$ cat config.mk
export PLATFORM = sky130hd
export DESIGN_NAME = cpu_ctrl
export DESIGN_NICKNAME = d
export VERILOG_FILES = /design/src/rtl/cpu_ctrl.sv
export SDC_FILE = /design/constraint.sdc
export NUM_CORES = 1
export LEC_CHECK = 0
export BUFFER_PORTS_ARGS = -buffer_cell sky130_fd_sc_hd__buf_4
export CAP_MARGIN = 15
export CELL_PAD_IN_SITES_DETAIL_PLACEMENT = 1
export CELL_PAD_IN_SITES_GLOBAL_PLACEMENT = 2
export CORE_ASPECT_RATIO = 2
export CORE_MARGIN = 10
export CORE_UTILIZATION = 30
export CTS_CLUSTER_DIAMETER = 120
export DETAILED_ROUTE_END_ITERATION = 10
export MAX_ROUTING_LAYER = met4
export PLACE_DENSITY_LB_ADDON = 0.3
export RECOVER_POWER = 25
export SLEW_MARGIN = 40
export SYNTH_ARGS = -nofsm -noshare
export SYNTH_HDL_FRONTEND = slang
export SYNTH_SLANG_ARGS = --single-unit
$ cat constraint.sdc
create_clock -name i_clk -period 1.8 [get_ports i_clk]
set_clock_uncertainty 0.05 [all_clocks]
set_input_delay 0.36 -clock i_clk [delete_from_list [all_inputs] [get_ports i_clk]]
set_output_delay 0.36 -clock i_clk [all_outputs]
set_load 0.01 [all_outputs]
$ cat src/rtl/cpu_ctrl.sv
// cpu_ctrl: multi-cycle CPU sequencer covering fetch, decode, execute,
// memory and write-back, with ack timeouts, illegal-instruction traps and
// a retired-instruction counter.
module cpu_ctrl #(
  parameter int unsigned TIMEOUT = 255
) (
  input  logic        i_clk,
  input  logic        i_rst_n,
  input  logic        i_legal,
  input  logic        i_branch,
  input  logic        i_jump,
  input  logic        i_rf_we,
  input  logic        i_lsu_we,
  input  logic [1:0]  i_wb_sel,
  input  logic        i_taken,
  output logic        o_if_req,
  input  logic        i_if_ack,
  output logic        o_ir_we,
  output logic        o_dmem_req,
  output logic        o_dmem_we,
  input  logic        i_dmem_ack,
  output logic        o_rf_we,
  output logic        o_pc_we,
  output logic        o_pc_sel,
  output logic        o_retire,
  output logic [31:0] o_instret,
  output logic        o_trap,
  output logic [1:0]  o_trap_cause,
  output logic [2:0]  o_state
);

  localparam int unsigned WaitW   = 8;
  localparam int unsigned CountW  = 32;
  localparam logic [WaitW-1:0] TimeoutW = WaitW'(TIMEOUT);

  localparam logic [1:0] WbSelLsu     = 2'b01;
  localparam logic [1:0] CauseIllegal = 2'b01;
  localparam logic [1:0] CauseFetchTo = 2'b10;
  localparam logic [1:0] CauseMemTo   = 2'b11;

  typedef enum logic [2:0] {
    S_BOOT   = 3'd0,
    S_FETCH  = 3'd1,
    S_DECODE = 3'd2,
    S_EXEC   = 3'd3,
    S_MEM    = 3'd4,
    S_WB     = 3'd5,
    S_TRAP   = 3'd6
  } state_e;

  state_e              state_q, state_d;
  logic [WaitW-1:0]    wait_q, wait_d;
  logic [1:0]          cause_q, cause_d;
  logic [CountW-1:0]   instret_q, instret_d;

  // Next-state, wait counter, trap cause and retire counter update.
  always_comb begin
    state_d   = state_q;
    wait_d    = wait_q;
    cause_d   = cause_q;
    instret_d = instret_q;
    case (state_q)
      S_BOOT: begin
        state_d = S_FETCH;
        wait_d  = '0;
      end
      S_FETCH: begin
        if (i_if_ack) begin
          state_d = S_DECODE;
        end else if (wait_q == TimeoutW) begin
          state_d = S_TRAP;
          cause_d = CauseFetchTo;
        end else begin
          wait_d = wait_q + WaitW'(1);
        end
      end
      S_DECODE: begin
        if (!i_legal) begin
          state_d = S_TRAP;
          cause_d = CauseIllegal;
        end else begin
          state_d = S_EXEC;
        end
      end
      S_EXEC: begin
        if ((i_wb_sel == WbSelLsu) || i_lsu_we) begin
          state_d = S_MEM;
          wait_d  = '0;
        end else begin
          state_d = S_WB;
        end
      end
      S_MEM: begin
        if (i_dmem_ack) begin
          state_d = S_WB;
        end else if (wait_q == TimeoutW) begin
          state_d = S_TRAP;
          cause_d = CauseMemTo;
        end else begin
          wait_d = wait_q + WaitW'(1);
        end
      end
      S_WB: begin
        state_d   = S_FETCH;
        wait_d    = '0;
        instret_d = instret_q + CountW'(1);
      end
      S_TRAP: begin
        state_d = S_TRAP;
      end
      default: begin
        state_d = S_BOOT;
      end
    endcase
  end

  // State and counters, cleared asynchronously by reset.
  always_ff @(posedge i_clk or negedge i_rst_n) begin
    if (!i_rst_n) begin
      state_q   <= S_BOOT;
      wait_q    <= '0;
      cause_q   <= '0;
      instret_q <= '0;
    end else begin
      state_q   <= state_d;
      wait_q    <= wait_d;
      cause_q   <= cause_d;
      instret_q <= instret_d;
    end
  end

  // Per-state strobes; reset forces BOOT so every strobe drops immediately.
  always_comb begin
    o_if_req   = 1'b0;
    o_ir_we    = 1'b0;
    o_dmem_req = 1'b0;
    o_dmem_we  = 1'b0;
    o_rf_we    = 1'b0;
    o_pc_we    = 1'b0;
    o_pc_sel   = 1'b0;
    o_retire   = 1'b0;
    case (state_q)
      S_FETCH: begin
        o_if_req = 1'b1;
        o_ir_we  = i_if_ack;
      end
      S_MEM: begin
        o_dmem_req = 1'b1;
        o_dmem_we  = i_lsu_we;
      end
      S_WB: begin
        o_rf_we  = i_rf_we;
        o_pc_we  = 1'b1;
        o_pc_sel = i_jump | (i_branch & i_taken);
        o_retire = 1'b1;
      end
      default: begin
      end
    endcase
  end

  assign o_trap       = (state_q == S_TRAP);
  assign o_trap_cause = cause_q;
  assign o_instret    = instret_q;
  assign o_state      = state_q;

endmodule

* Yosys cells after proc, flatten, opt, wreduce, memory -nomap -nowiden *
Index checks and enable logic that the tools add are counted.

word-level totals
  register bits after elaboration = 45
  bits of input ports = 12
  output and inout port bits = 46
  word-level logic and storage cells = 53

cells by class
  add/subtract/negate cells = 2
  equality and inequality tests = 14
  mux-type cells = 24
  bitwise logic cells = 2
  reduce and logical (&&, ||, !) cells = 7

operator list
  kind                     number
  $add A32 B1 Y32 const B  1
  $mux W8                  4
  $pmux W8 S4              1
  $pmux W3 S6              1
  $mux W3                  4
  $ne A2 B2 Y1 const B     6
  $mux W2                  5
  $eq A3 B3 Y1 const B     3
  $add A8 B1 Y8 const B    1
  $eq A8 B8 Y1 const B     1
  $mux W1                  8
  $eq A3 B2 Y1 const B     2
  $pmux W2 S3              1
  $reduce_and A6 Y1        1
  $reduce_and A4 Y1        1
  $reduce_bool A4 Y1       1
  $eq A3 B1 Y1 const B     1
  $logic_not A3 Y1         1
  $reduce_bool A3 Y1       1
  $eq A2 B1 Y1 const B     1
  $reduce_or A2 Y1         1
  $and A1 B1 Y1            1
  $logic_or A1 B1 Y1       1
  $or A1 B1 Y1             1

* Longest topological paths before layout *
Gate-level depths: netlist (run 1).

  depth in word-level cells = 4
  mapped depth = 7
  gate-level depth less buffers = 6

* Worst setup path before layout (run 1) *
No wires, ideal clock.

  path kind = reg-to-reg
  start = reg wait_q[0]
  end = reg wait_q[7]
  library setup time = 128 ps
  arrival time = 1,541 ps
  path slack = 80 ps
  cell stages (with the launch flop) = 8
  period minus slack after synthesis = 1,720 ps
  cell sequence = dfrtp_1 -> ha_1 -> and3_1 -> a211oi_4 -> buf_6 -> a31oi_1 -> o21ai_0 -> o31ai_1

on the way
  word-level cells in the longest chain between the ends = 4
  elaborated cells on any way between the ends = 6

RTL lines
  element                                               RTL line  source
  start: declaration                                    52        logic [WaitW-1:0] wait_q, wait_d;
  start signal: assignment                              126       wait_q <= wait_d;
  $add A8 B1 Y8 / $eq A8 B8 Y1 (equally long branches)  --
  $mux W8 *                                             70, 96
  $mux W8 (on tied branches)                            94, 68
  $pmux W8 S4 *                                         62        case (state_q)

Mark *: on every way between the ends. The rest lies on a longest branch, timed or not. The select of a mux whose other input is x is not followed.
A chain may end at the register's enable or synchronous reset.

* Final worst setup path (run 1) *
  start = reg state_q[0], in the netlist o_state[0]
  end = out o_dmem_we

on the way
  word-level cells in the longest chain between the ends = 2

RTL lines
  element                   RTL line  source
  start: declaration        51        state_e state_q, state_d;
  start signal: assignment  125       state_q <= state_d;
  $eq A3 B3 Y1              142       case (state_q)
  $mux W1                   142
  end: declaration          20        output logic o_dmem_we,

Every way passes these cells.

==> results of run 1 <==
critical path: cells and delay by family, from the launching register on:
| kind | cells | cell delay (ps) |
|---|---|---|
| flip-flops | 1 | 460 |
| buffers and inverters | 2 | 270 |
| AND/OR/NAND/NOR | 2 | 390 |
registers in the layout, summed over array words and instances (netlist names):
name / flops
wait_q: 8
o_state: 3
o_trap_cause: 2
o_instret: 32
metrics by stage:
step | TNS (ps) | utilization | hold slack, ps
after floorplan | 0 | - | 14.4
after global placement | -117 | 0.409 | 362
after detailed placement | -429 | 0.409 | 363
after CTS | -38.5 | 0.444 | 53.8
after global routing | -268 | 0.461 | 294
final | -40.4 | 0.461 | 263
final cells by class:
cell class / count / area, sq um / share of cell area
multi-input combinational: 166 / 1280 / 0.363
tap: 94 / 118 / 0.0333
inverter: 4 / 23.8 / 0.00674
timing repair buffer: 101 / 802 / 0.227
sequential: 45 / 1130 / 0.320
clock buffer: 7 / 143 / 0.0404
clock inverter: 1 / 30.0 / 0.00851
Yosys cell counts, types with 2 or more instances:
library cell | n | share of area
nor4_4 | 2 | 0.018
nand4_1 | 11 | 0.029
and4_1 | 8 | 0.030
o31ai_1 | 5 | 0.016
nand2b_1 | 5 | 0.013
o21ai_0 | 16 | 0.034
buf_6 | 3 | 0.014
and3_1 | 6 | 0.016
ha_1 | 2 | 0.011
nor3_1 | 2 | 0.0042
nor2_1 | 12 | 0.019
nand2_1 | 20 | 0.032
a31oi_1 | 4 | 0.011
xor2_1 | 6 | 0.022
nand3_1 | 14 | 0.030
a2bb2oi_1 | 2 | 0.0074
inv_1 | 3 | 0.0048
o22ai_1 | 2 | 0.0053
a21oi_1 | 3 | 0.0063
and2_1 | 4 | 0.011
xnor2_1 | 25 | 0.092
dfrtp_1 | 45 | 0.48
timing repair:
action | in CTS | in global routing
endpoints found under the setup margin | 13 | 23
gates cloned | 1 | 0
setup buffers | 3 | 10
pin swaps | 2 | 15
gates resized for setup | 16 | 32
hold buffers | 0 | 0
power groups by stage:
stage,combinational [mW],clock [mW],sequential (mW)
CTS,2.04,1.10,1.27
finish,2.17,1.07,1.28
global placement,1.72,0,1.27
global route,2.34,1.15,1.29
detailed placement,1.75,0,1.27
floorplan,0.960,0,1.31
metal layers:
metal  wire length [um]  vias to the layer above  global-route usage
li1                   -                      997                   -
met1               2720                     1075               0.113
met2               4450                       51               0.233
met3                248                       10              0.0224
met4                125                        0              0.0539
met5                  0                        -                   -
kinds of logic (layout without fill, tap and decap cells):
family,Yosys count,in the layout,synth area share
AOI/OAI and AO/OA,36,36,0.0994
xor gates and xnor gates,32,32,0.126
adders and majority gates,2,2,0.0106
buffers and inverters,9,113,0.0264
DFF,45,45,0.476
muxes,1,1,0.00634
and+or+nand+nor,95,95,0.255
worst max-delay path by stage:
stage	from	to	cells after the start
2_1_floorplan	wait_q[0]	wait_q[7]	7
3_3_place_gp	wait_q[0]	wait_q[3]	7
3_5_place_dp	o_state[2]	wait_q[0]	6
4_1_cts	o_state[0]	o_dmem_we	4
5_1_grt	o_state[2]	o_ir_we	5
6_report	o_state[0]	o_dmem_we	4
==> flow_metrics.py, run 1 <==
metrics = {
    "layout": {
        "layout_common_cells": "buf_4, dfrtp_1, xnor2_1",
        "final_area_sq_um": 3530,
        "layout.cells.non_filler": 418,
        "final_common_cell": "buf_4",
        "nNetsFinal": 337,
        "drive_gt1_frac": 0.448,
        "n_antenna_cell": 0,
        "fill_cells": 880,
        "area_growth_pct": 49.0,
    },
    "placed_design": {
        "placed_area_sq_um": 3130,
        "place.gp.congestion": 0.740,
        "numPlacedInstances": 398,
        "io_buffers": 57,
        "pre_cts_ws_ps": -84.0,
        "hpwl_um": 5460,
    },
    "setup_path": {
        "end_kind": "output port",
        "required_ps": 1390,
        "r2r-start": "wait_q[0]",
        "critPathSlowestCell": "dfrtp_2",
        "path_cells": "buf_6, nor3b_4, and2_1, buf_4",
        "rrSetupSlack_ps": 10,
        "cp.arrival_ps": 1410,
        "r2r_end": "wait_q[3]",
        "cpPeakStageDelay_ps": 460,
        "start_kind": "register",
        "ff2ff_path_depth": 7,
        "worstPathMaxFanout": 6,
        "crit_type": "reg2out",
    },
    "routing": {
        "drt_iter0_drc": 55,
        "dr.pass1.iters": 4,
        "wirelength_um": 7540,
        "wire_per_inst_um": 18.0,
        "ant_nets": 0,
        "drcViolationCount": 0,
        "via_per_inst": 5.10,
        "vias": 2133,
    },
    "power": {
        "p_per_area_nw_per_um2": 1280,
        "p_comb_frac": 0.480,
        "internal-power_mw": 2.92,
        "clockPowerShare": 0.237,
        "switchingPower_mw": 1.59,
        "switching_share": 0.353,
        "vdd_drop_max_uv": 791,
        "power.total_mw": 4.51,
        "p_leak_nw": 1.71,
        "power_frac_seq": 0.283,
    },
    "synth": {
        "synth_fp_nets": 234,
        "syn_area_sq_um": 2370,
        "ys_ff_latch": 45,
        "syn_inst": 220,
        "synth-edff-count": 0,
        "synth_flop_cell": "dfrtp_1",
        "avgSynthCellArea_sq_um": 10.8,
        "yosysSeqAreaShare": 0.476,
        "synthDistinctLibCells": 42,
        "yosysWarnings": 0,
        "synthArstFlopShare": 1.00,
    },
    "status": {
        "status": "finished with violations",
        "violations": "setup timing",
    },
    "clock_tree": {
        "cts_buffers": 5,
        "clkTransAtPathRegs_ps": 60,
        "cts_buffer_depth": 2,
        "root_buffer": "clkbuf_16",
        "clk_latency_ps": 290,
        "ctsHtreeMaxLevel": 2,
        "clock_sinks": 45,
        "cts_tree": "done",
    },
    "sta": {
        "layout_min_cycle_time_ps": 1820,
        "finalCritPeriodShare": 1.01,
        "slew_headroom": 0.203,
        "setup_ws_ps": -20.8,
        "clock.fmax_ghz": 0.549,
        "timing.final.max_slew_violations": 0,
        "rsz0062_at_grt": "yes",
        "tightest_slew_ps": 1200,
        "finalHoldViolations": 0,
        "finalSetupViolCount": 2,
    },
    "die": {
        "ios": 58,
        "start_util": 0.309,
        "dieHeight_um": 146,
        "rows": 45,
        "die-area_sq_um": 12100,
        "fp.dieW_um": 82.8,
        "core_sq_um": 7660,
    },
    "grt": {
        "grt_start_max_net_pins": 46,
        "track_usage": 0.122,
        "grt_pass1_vias": 2346,
        "antenna_found_initial": 0,
        "grt_overflow_total": 0,
        "grt_pass1_wl_um": 12000,
    },
    "flow_run": {
        "max-cap-violations": 0,
    },
    "hold_path": {
        "min_path_type": "in2async",
    },
}
(Power assumes the default switching activity.)
==> run 2: changes to the inputs <==
--- a/config.mk
+++ b/config.mk
@@ -5,7 +5,7 @@
 export SDC_FILE = /design/constraint.sdc
 export NUM_CORES = 1
 export LEC_CHECK = 0
-export BUFFER_PORTS_ARGS = -buffer_cell sky130_fd_sc_hd__buf_4
+export BUFFER_PORTS_ARGS = -buffer_cell sky130_fd_sc_hd__clkbuf_2
 export CAP_MARGIN = 15
 export CELL_PAD_IN_SITES_DETAIL_PLACEMENT = 1
 export CELL_PAD_IN_SITES_GLOBAL_PLACEMENT = 2
==> run 2 against run 1 <==
Compared with the run above: the flow still finishes with violations (setup timing); combinational power decreased by 7%; cell count up 1.4%; critical path depth up 1; first-iteration DRC count shrank 73%; sequential share of layout area up 1.4 points; register-to-register slack lost 60 ps; global-route usage decreased by 0.13 points; utilization down 2.0 points; final area shrank 4.4%; setup slack worse by 29 ps; power is 3.8% lower; sequential cell count unchanged; critical endpoint unchanged; largest power group unchanged; highest routed layer unchanged.
==> flow_metrics.py, run 2 (same netlist as run 1, synthesis figures left out) <==
metrics = {
    "power": {
        "p_per_area_nw_per_um2": 1290,
        "p_leak_nw": 1.67,
        "vdd_drop_max_uv": 744,
        "power.total_mw": 4.34,
    },
    "sta": {
        "fin_tns_setup_ps": -231,
        "slew_headroom": 0.231,
        "clock.fmax_ghz": 0.541,
        "tightest_slew_ps": 1150,
        "timing.final.max_slew_violations": 0,
        "finalCritPeriodShare": 1.03,
        "rsz0062_at_grt": "yes",
        "finalHoldViolations": 0,
        "finalSetupViolCount": 9,
        "layout_min_cycle_time_ps": 1850,
        "setup_ws_ps": -49.5,
    },
    "routing": {
        "drcViolationCount": 0,
        "via_per_inst": 5.06,
        "wire_per_inst_um": 16.9,
        "drt_iter0_drc": 15,
        "vias": 2145,
        "wirelength_um": 7160,
        "dr.pass1.iters": 4,
        "ant_nets": 0,
    },
    "clock_tree": {
        "cts_buffers": 5,
        "root_buffer": "clkbuf_16",
        "clk_latency_ps": 290,
        "cts_tree": "done",
        "cts_hold_buf": 0,
        "ctsHtreeMaxLevel": 2,
        "clock_sinks": 45,
        "clkTransAtPathRegs_ps": 60,
        "cts_buffer_depth": 2,
    },
    "die": {
        "die-area_sq_um": 12100,
        "dieHeight_um": 146,
        "ios": 58,
        "fp.dieW_um": 82.8,
        "start_util": 0.309,
        "rows": 45,
        "core_sq_um": 7660,
    },
    "setup_path": {
        "crit_type": "reg2out",
        "r2r-start": "o_state[0]",
        "crit_end": "o_dmem_we",
        "end_kind": "output port",
        "worstPathMaxFanout": 7,
        "start_kind": "register",
        "rrSetupSlack_ps": -50,
        "r2r_end": "o_trap_cause[1]",
        "cp.arrival_ps": 1440,
        "required_ps": 1390,
        "setup.worst_path.start": "o_state[0]",
        "ff2ff_path_depth": 8,
    },
    "placed_design": {
        "numPlacedInstances": 399,
        "hpwl_um": 5380,
        "io_buffers": 57,
        "placed_area_sq_um": 3000,
        "place.gp.congestion": 0.753,
    },
    "layout": {
        "area_growth_pct": 42.5,
        "nNetsFinal": 343,
        "n_antenna_cell": 0,
        "layout.cells.non_filler": 424,
        "largest_register_ffs": 32,
        "drive_gt1_frac": 0.436,
        "multi_input_area_sq_um": 1240,
        "fill_cells": 921,
        "final_area_sq_um": 3370,
        "final_common_cell": "clkbuf_2",
        "layout_common_cells": "clkbuf_2, dfrtp_1, buf_4",
        "ff_latch_area_sq_um": 1130,
    },
    "grt": {
        "grt_pass1_vias": 2349,
        "grt_overflow_total": 0,
        "grt_start_max_net_pins": 46,
        "antenna_found_initial": 0,
        "grt_pass1_wl_um": 11900,
        "track_usage": 0.121,
    },
    "status": {
        "status": "finished with violations",
        "violations": "setup timing",
    },
    "flow_run": {
        "max-cap-violations": 0,
    },
    "hold_path": {
        "min_path_type": "in2async",
    },
}
==> run 2: worst max-delay path: stages, from the launching register on <==
cell and delay, ps:
dfrtp_2 470, buf_6 150, buf_6 110, nor3b_4 160, and2_1 140, buf_2 120
==> run 2: power breakdown <==
part           internal, mW  leakage, nW  switching, mW
Clock                 0.694       0.0841          0.381
Sequential             1.14        0.604          0.118
Combinational          1.00        0.977           1.01
Total                  2.84         1.67           1.51
==> run 2: through the flow <==
| stage | worst slack, ps | util | hold slack, ps |
|---|---|---|---|
| final | -49.5 | 0.441 | 307 |
| after global routing | -163 | 0.441 | 319 |
| after detailed placement | -84.6 | 0.391 | 318 |
| after floorplan | 80.3 | - | 14.4 |
| after global placement | -25.7 | 0.391 | 318 |
| after CTS | -98.7 | 0.430 | 3.37 |
==> run 2: worst min-delay path by stage <==
stage / slack (ps) / to
after floorplan: 10 / o_instret[0]
after global placement: 320 / o_instret[11]
after detailed placement: 320 / o_instret[14]
after CTS: 3 / o_instret[14]
after global routing: 320 / o_trap_cause[1]
final: 310 / o_instret[14]
==> run 2: per-layer routing <==
layer	routed length [um]	vias to the layer above	global-route usage
met2	4150	48	0.228
li1	-	1019	-
met4	163	0	0.0497
met1	2620	1067	0.114
met3	235	11	0.0235
met5	0	-	-
==> run 2: layout make-up <==
cell class | count | share of cell area
well taps | 94 | 0.0349
clock buffers | 7 | 0.0423
flip-flops and latches | 45 | 0.334
inverters | 4 | 0.00593
multi-input cells | 166 | 0.367
clock inverters | 1 | 0.00890
repair buffers | 107 | 0.207
==> run 2: repair_timing <==
| action | in CTS | in global routing |
|---|---|---|
| setup buffers | 12 | 4 |
| gates cloned | 0 | 1 |
| resized for setup | 12 | 30 |
| pin swaps | 9 | 10 |
| endpoints found under the setup margin | 16 | 31 |
==> run 3: changes to the inputs <==
--- a/config.mk
+++ b/config.mk
@@ -5,17 +5,18 @@
 export SDC_FILE = /design/constraint.sdc
 export NUM_CORES = 1
 export LEC_CHECK = 0
+export ABC_CLOCK_PERIOD_IN_PS = 1800
 export BUFFER_PORTS_ARGS = -buffer_cell sky130_fd_sc_hd__clkbuf_2
 export CAP_MARGIN = 15
 export CELL_PAD_IN_SITES_DETAIL_PLACEMENT = 1
 export CELL_PAD_IN_SITES_GLOBAL_PLACEMENT = 2
-export CORE_ASPECT_RATIO = 2
+export CORE_ASPECT_RATIO = 1.4
 export CORE_MARGIN = 10
 export CORE_UTILIZATION = 30
 export CTS_CLUSTER_DIAMETER = 120
 export DETAILED_ROUTE_END_ITERATION = 10
 export MAX_ROUTING_LAYER = met4
-export PLACE_DENSITY_LB_ADDON = 0.3
+export PLACE_DENSITY = 0.85
 export RECOVER_POWER = 25
 export SLEW_MARGIN = 40
 export SYNTH_ARGS = -nofsm -noshare
==> run 3 against run 2 <==
Compared with the run above: the run still ends with setup timing left; sequential power hardly changed; global-route usage is 0.64 points lower; utilization is 2.3 points lower; register-to-register slack better by 40 ps; sequential share of layout area is 1.7 points higher; power is 12% lower.
==> flow_metrics.py, run 3 (same netlist as run 1, synthesis figures left out) <==
metrics = {
    "status": {
        "status": "finished with violations",
        "violations": "setup timing",
    },
    "power": {
        "p_per_area_nw_per_um2": 1190,
        "switchingPower_mw": 1.44,
        "clockPowerShare": 0.171,
        "p_leak_nw": 1.55,
        "p_comb_frac": 0.494,
        "power_frac_seq": 0.334,
        "switching_share": 0.377,
        "vdd_drop_max_uv": 568,
        "internal-power_mw": 2.38,
        "power.total_mw": 3.81,
    },
    "die": {
        "rows": 38,
        "fp.dieW_um": 95.1,
        "start_util": 0.307,
        "core_sq_um": 7700,
        "ios": 58,
        "die-area_sq_um": 11900,
        "dieHeight_um": 125,
    },
    "layout": {
        "drive_gt1_frac": 0.406,
        "largest_register_ffs": 32,
        "n_antenna_cell": 0,
        "area_growth_pct": 35.9,
        "final_common_cell": "clkbuf_2",
        "layout_common_cells": "clkbuf_2, dfrtp_1, buf_4",
        "nNetsFinal": 326,
        "fill_cells": 904,
    },
    "grt": {
        "track_usage": 0.115,
        "grt_pass1_vias": 2189,
        "grt_pass1_wl_um": 10900,
        "grt_start_max_net_pins": 32,
        "antenna_found_initial": 0,
        "grt_overflow_total": 0,
    },
    "sta": {
        "slew_headroom": 0.430,
        "timing.final.max_slew_violations": 0,
        "finalCritPeriodShare": 1.01,
        "finalHoldViolations": 0,
        "tightest_slew_ps": 855,
        "hold_slack_ps": 288,
        "finalSetupViolCount": 2,
        "setup_ws_ps": -17.5,
        "fin_tns_setup_ps": -31.7,
        "rsz0062_at_grt": "yes",
        "layout_min_cycle_time_ps": 1820,
        "clock.fmax_ghz": 0.550,
    },
    "routing": {
        "wirelength_um": 6620,
        "vias": 2073,
        "ant_nets": 0,
        "wire_per_inst_um": 16.0,
        "drt_iter0_drc": 63,
        "dr.pass1.iters": 4,
        "via_per_inst": 5.02,
        "drcViolationCount": 0,
    },
    "setup_path": {
        "cp.arrival_ps": 1410,
        "worstPathMaxFanout": 4,
        "required_ps": 1390,
        "ff2ff_path_depth": 5,
        "end_kind": "output port",
        "start_kind": "register",
        "crit_type": "reg2out",
    },
    "clock_tree": {
        "cts_buffer_depth": 2,
        "clock_sinks": 45,
        "root_buffer": "clkbuf_8",
        "cts_buffers": 5,
        "clkTransAtPathRegs_ps": 80,
        "ctsHtreeMaxLevel": 2,
        "clk_latency_ps": 290,
        "cts_tree": "done",
    },
    "hold_path": {
        "hold_depth": 2,
        "min_path_type": "in2reg",
    },
    "placed_design": {
        "hpwl_um": 5050,
        "io_buffers": 57,
        "place.gp.congestion": 0.800,
        "pre_cts_ws_ps": -76.3,
    },
    "flow_run": {
        "max-cap-violations": 0,
    },
}
## run 3: metal layers
metal | GRT usage | part of all wire
met4 | 0.0292 | 0.018
met5 | - | 0
met2 | 0.192 | 0.54
met1 | 0.130 | 0.38
met3 | 0.0311 | 0.064
## run 3: cell type report
class	instances	area (sq um)	share of cell area
inverter	4	20.0	0.00622
tap	100	125	0.0389
sequential	45	1130	0.351
timing repair buffer	90	577	0.179
clock inverter	2	13.8	0.00428
clock buffer	6	82.6	0.0257
multi-input combinational	166	1270	0.394
## run 3: power groups by stage
stage | registers (mW) | logic (mW) | clock network [mW]
CTS | 1.26 | 1.71 | 0.688
finish | 1.27 | 1.89 | 0.654
floorplan | 1.31 | 0.960 | 0
detailed placement | 1.27 | 1.55 | 0
global placement | 1.27 | 1.50 | 0
global route | 1.30 | 2.09 | 0.727
## run 3: repair_timing
| action | 4_1_cts | 5_1_grt |
|---|---|---|
| gates cloned | 0 | 0 |
| endpoints found under the hold margin | 14 | 0 |
| hold buffers | 1 | 0 |
| buffers inserted | 5 | 6 |
| resized for setup | 19 | 21 |
| endpoints found under the setup margin | 19 | 21 |
| pin swaps | 2 | 8 |
## run 3: final timing paths
| check | slack [ps] | end | from |
|---|---|---|---|
| max in group asynchronous | 290 | o_instret[12] | i_rst_n |
| min in group asynchronous | 630 | o_instret[27] | i_rst_n |
| worst max-delay path | -20 | o_ir_we | o_state[2] |
| worst min-delay path | 290 | o_trap_cause[1] | i_legal |
| worst min register to register | 430 | o_instret[31] | o_instret[31] |
| worst max register to register | -10 | o_instret[26] | o_instret[8] |
## run 3: stage by stage
step / utilization / area, sq um / cells
floorplan: - / 2370 / 220
global placement: 0.378 / 2910 / 394
detailed placement: 0.378 / 2910 / 394
CTS: 0.402 / 3100 / 407
global route: 0.418 / 3220 / 413
finish: 0.418 / 3220 / 413
## run 3: worst max-delay path, stage by stage (launching register included)
cell and delay [ps]:
dfrtp_2 460, buf_6 150, nor2b_4 110, buf_6 110, and3_4 180, buf_6 100
